## src/rtl/fetch_unit.sv

```systemverilog
// Purpose : rv32i fetch stage; PC register, ROM address drive, 2-entry {inst,pc,fault} buffer to decode.
// Latency : first fetched word valid one cycle after the push edge; redirect/trap target visible two cycles later.
// Backpr. : valid/ready to decode; when the buffer is full and not popped, the PC and the ROM address hold.
// Ports   : clk/rst (sync, active-high); imem_addr -> ROM, imem_rd <- ROM (combinational);
//           redirect_valid/redirect_pc and trap_valid/trap_pc flush and retarget (trap has priority);
//           inst_valid/inst_ready handshake carrying inst, inst_pc, inst_fault.
module fetch_unit #(
  parameter logic [15:0] RESET_PC   = 16'h0000,
  parameter int          IMEM_WORDS = 128,
  parameter logic [31:0] NOP        = 32'h0000_0013
) (
  input  logic        clk,
  input  logic        rst,
  output logic [15:0] imem_addr,
  input  logic [31:0] imem_rd,
  input  logic        redirect_valid,
  input  logic [15:0] redirect_pc,
  input  logic        trap_valid,
  input  logic [15:0] trap_pc,
  output logic        inst_valid,
  input  logic        inst_ready,
  output logic [31:0] inst,
  output logic [15:0] inst_pc,
  output logic        inst_fault
);

  typedef struct packed {
    logic [31:0] inst;
    logic [15:0] pc;
    logic        fault;
  } entry_t;

  // 17 bits so that a fully populated 64 KiB ROM still has a representable limit.
  localparam logic [16:0] PC_LIMIT = 17'(IMEM_WORDS * 4);

  logic [15:0] pc_q, pc_d;
  entry_t      ent_q [2];
  entry_t      ent_d [2];
  logic [1:0]  cnt_q, cnt_d;
  logic        head_q, head_d;
  logic        tail_q, tail_d;

  logic        pop;
  logic        push;
  logic        flush;
  logic        fetch_fault;
  logic [15:0] target;
  entry_t      head_ent;

  always_comb begin
    pop         = (cnt_q != 2'd0) & inst_ready;
    flush       = trap_valid | redirect_valid;
    target      = trap_valid ? trap_pc : redirect_pc;
    fetch_fault = (pc_q[1:0] != 2'b00) | ({1'b0, pc_q} >= PC_LIMIT);
    // A pop frees a slot in the same edge, so a full buffer keeps streaming.
    push        = ~flush & ((cnt_q < 2'd2) | pop);

    pc_d   = pc_q;
    ent_d  = ent_q;
    cnt_d  = cnt_q;
    head_d = head_q;
    tail_d = tail_q;

    if (flush) begin
      // Anything popped this cycle was still delivered; the rest is discarded.
      pc_d   = target;
      cnt_d  = 2'd0;
      head_d = 1'b0;
      tail_d = 1'b0;
    end else begin
      if (push) begin
        ent_d[tail_q] = '{inst:  fetch_fault ? NOP : imem_rd,
                          pc:    pc_q,
                          fault: fetch_fault};
        tail_d = ~tail_q;
        pc_d   = pc_q + 16'd4;
      end
      if (pop) begin
        head_d = ~head_q;
      end
      cnt_d = cnt_q + {1'b0, push} - {1'b0, pop};
    end
  end

  always_ff @(posedge clk) begin
    if (rst) begin
      pc_q     <= RESET_PC;
      cnt_q    <= 2'd0;
      head_q   <= 1'b0;
      tail_q   <= 1'b0;
      ent_q[0] <= '0;
      ent_q[1] <= '0;
    end else begin
      pc_q   <= pc_d;
      cnt_q  <= cnt_d;
      head_q <= head_d;
      tail_q <= tail_d;
      ent_q  <= ent_d;
    end
  end

  always_comb begin
    head_ent   = ent_q[head_q];
    imem_addr  = pc_q;
    inst_valid = (cnt_q != 2'd0);
    inst       = inst_valid ? head_ent.inst  : NOP;
    inst_pc    = inst_valid ? head_ent.pc    : 16'h0000;
    inst_fault = inst_valid ? head_ent.fault : 1'b0;
  end

endmodule

```

## config.mk

```make
export PLATFORM = sky130hd
export DESIGN_NAME = fetch_unit
export DESIGN_NICKNAME = d
export VERILOG_FILES = /design/src/rtl/fetch_unit.sv
export SDC_FILE = /design/constraint.sdc
export NUM_CORES = 1
export LEC_CHECK = 0
export ABC_AREA = 1
export CAP_MARGIN = 20
export CORE_UTILIZATION = 56
export CTS_BUF_LIST = sky130_fd_sc_hd__clkbuf_4
export CTS_CLUSTER_DIAMETER = 100
export CTS_CLUSTER_SIZE = 16
export DETAILED_ROUTE_END_ITERATION = 8
export PLACE_DENSITY = 0.88
export SLEW_MARGIN = 20
export SYNTH_ARGS = -nofsm -noshare
export SYNTH_HDL_FRONTEND = slang
export SYNTH_SLANG_ARGS = --single-unit
```

## constraint.sdc

```tcl
create_clock -name clk -period 2.74 [get_ports clk]
set_input_delay 0.411 -clock clk [delete_from_list [all_inputs] [get_ports clk]]
set_output_delay 0.411 -clock clk [all_outputs]
set_load 0.03 [all_outputs]
```

==> impl_metrics.tcl, run 1 <==
set metrics [dict create \
    fin_hold_ws_ns 0.516 \
    p_clk_share_pct 33.5 \
    dieHeight_um 105 \
    p_int_mw 2.51 \
    h-tree-depth 4 \
    switching_share_pct 30.9 \
    grt_max_degree 50 \
    combPwrFrac_pct 15.1 \
    first_global_vias 5681 \
    setup.worst_path.start_class "flip-flop" \
    synthDistinctLibCells 32 \
    core_mm2 0.0103 \
    fin_skew_ns 0.0168 \
    synthArstFlopShare_pct 0 \
    p_switching_mw 1.12 \
    vdd_drop_max_mv 0.310 \
    rsz0062_at_grt "no" \
    seqCellArea_mm2 0.00236 \
    clockBufferDepth 2 \
    synth_edf_count 0 \
    postCtsSetupBuffers 0 \
    dieArea_mm2 0.0110 \
    maxSlewViolCount 0 \
    grt_overflow_total 0 \
    power_leakage_nw 3.59 \
    max_cap_violations 0 \
    clock-sinks 118 \
    initial_utilization_pct 57.6 \
    syn_nets 1002 \
    first_iter_violations 430 \
    fmax_ghz 0.395 \
    cts_buffers 17 \
    avgSynthCellArea_um2 6.40 \
    critPathKind "reg -> out" \
    setup_violations 0 \
    yosysSeqAreaShare_pct 39.7 \
    slew_headroom_pct 36.5 \
    cts-root-buf "clkbuf_4" \
    setup_slack_ns 0.211 \
    hold_viol_final 0 \
    place_congestion 0.829 \
    postCtsHoldBufs 0 \
    multi_input_area_mm2 0.00289 \
    fin_crit_sh_pct 92.3 \
    hold_class "reg -> reg" \
    wl_per_cell_um 13.4 \
    vias_per_cell 5.23 \
    fill_cells 859 \
    tightest_slew_ns 0.948 \
    synth_cells 929 \
    num_vias 6203 \
    required_ns 2.33 \
    ys_seq_elements 118 \
    fin_nets 1111 \
    antenna_found_initial 0 \
    rows 37 \
    ios 135 \
    cts_resized 5 \
    port_buffers 134 \
    synth_warnings 0 \
    outcome "complete, no violations" \
    fin_crit_ns 2.53 \
    cp_max_fo 14 \
    cts.clk_slew.worst_paths_ns 0.12 \
    synthFlopType "dfxtp_1" \
    endpoint_kind "primary output" \
    cts_tree "yes" \
    final_antenna_net_count 0 \
    p_seq_share_pct 51.4 \
    synth_area_mm2 0.00595 \
    hpwl_um 10300 \
    grtUsageTotal_pct 29.3 \
    drive_gt1_share_pct 9.51 \
    finalSetupTns_ns 0 \
    grt_pass1_wl_um 26200 \
    drc_errors 0 \
    diodes 0 \
    p_per_area_mw_per_mm2 477 \
    clk_latency_ns 0.50 \
    drt-total-wl_um 15900 \
    place_ws_ns 0.283 \
    worstPathArrival_ns 2.12 \
    areaGrowthSynthToFinish_pct 27.7 \
    firstDrtPassIters 5 \
    die_w_um 105 \
]
-- per-stage QoR --
step           power, mW  util [%]  instance area, um2  std cells
2_1_floorplan       2.22         -                5950        929
3_3_place_gp        2.43      70.6                7290       1155
3_5_place_dp        2.44      70.6                7290       1155
4_1_cts             3.63      73.3                7560       1187
5_1_grt             3.80      73.6                7600       1187
6_report            3.63      73.6                7600       1187
-- cell usage after synthesis (all sizes together), types with 2 or more instances --
cell type  number  area, um2
a21oi          75        375
a22oi          12       90.1
buf            26        165
clkbuf         32        121
dfxtp         118       2360
ha              4       50.1
inv           107        404
nand2         229        895
nand3          19       95.1
nand4           4       25.0
nor2          187        766
o21ai         106        531
or2             2       12.5
xor2            2       17.5
-- power groups by stage --
stage               Combinational, mW  Sequential (mW)  Clock (mW)
finish                          0.549             1.86        1.21
global route                    0.608             1.88        1.32
CTS                             0.548             1.86        1.22
detailed placement              0.544             1.90           0
global placement                0.534             1.90           0
floorplan                       0.313             1.91           0
-- path summary, 6_finish.rpt --
kind                            startpoint            to  slack (ns)  cells after the start
worst max-delay path                head_q      inst[18]        0.21                      4
worst min-delay path             ent_q[90]     ent_q[90]        0.52                      4
worst max register to register    cnt_q[1]  imem_addr[3]        0.61                      6
worst min register to register   ent_q[90]     ent_q[90]        0.52                      4
-- registers in the layout (all words and copies together), names as in the netlist --
signal and flops:
cnt_q 2, ent_q 98, head_q 1, imem_addr 16
tail_q 1
-- cell type report --
class	count	area share, %
sequential	118	31.1
clock buffer	17	1.68
timing repair buffer	148	19.6
clock inverter	15	1.94
inverter	108	5.37
multi-input combinational	645	38.1
tap	136	2.24
-- cells by family after synthesis --
group | Yosys count | synth area share [%]
and+or+nand+nor | 442 | 30.2
DFF | 118 | 39.7
xor gates and xnor gates | 3 | 0.442
adders and majority gates | 4 | 0.841
AOI/OAI and AO/OA | 196 | 17.1
buffers and inverters | 166 | 11.7
-- worst max-delay path: stages, from the launching register on --
cell             delay [ns]
dfxtp_2                0.42
inv_1                  0.23
nand2_1                0.08
a21oi_1                0.18
clkdlybuf4s50_1        0.70
-- cell usage in the layout, fill, tap and decap left out, types with 2 or more instances in the layout --
cell type	n
or2_2	2
dlymetal6s2s_1	14
ha_1	4
inv_1	104
clkbuf_4	17
nand3_1	19
nor2_4	2
buf_4	33
clkinvlp_4	4
buf_12	6
dlygate4sd2_1	4
nand2_1	223
inv_6	3
inv_2	3
clkdlybuf4s50_1	90
a22oi_1	12
nand2_2	2
xor2_1	2
inv_8	2
clkinv_4	4
nand2_4	4
nor2_2	13
o21ai_1	8
nand4_1	4
o21ai_0	98
a21oi_1	75
nor2_1	171
dfxtp_1	117
-- routing by layer --
layer	global-route usage [%]	vias up	share of wire, %
met3	5.43	24	6.3
met4	9.96	0	1.7
met5	0	-	0
li1	-	3107	-
met1	37.4	2797	43
met2	49.7	275	49
Power figures use the tool's default switching activity.
==> run 2: changes to the inputs <==
--- a/config.mk
+++ b/config.mk
@@ -12,6 +12,7 @@
 export CTS_CLUSTER_DIAMETER = 100
 export CTS_CLUSTER_SIZE = 16
 export DETAILED_ROUTE_END_ITERATION = 8
+export HOLD_SLACK_MARGIN = 0.06
 export PLACE_DENSITY = 0.88
 export SLEW_MARGIN = 20
 export SYNTH_ARGS = -nofsm -noshare
==> results of run 2 <==
Same layout as run 1: the final DEF is identical, and so are final timing and power.
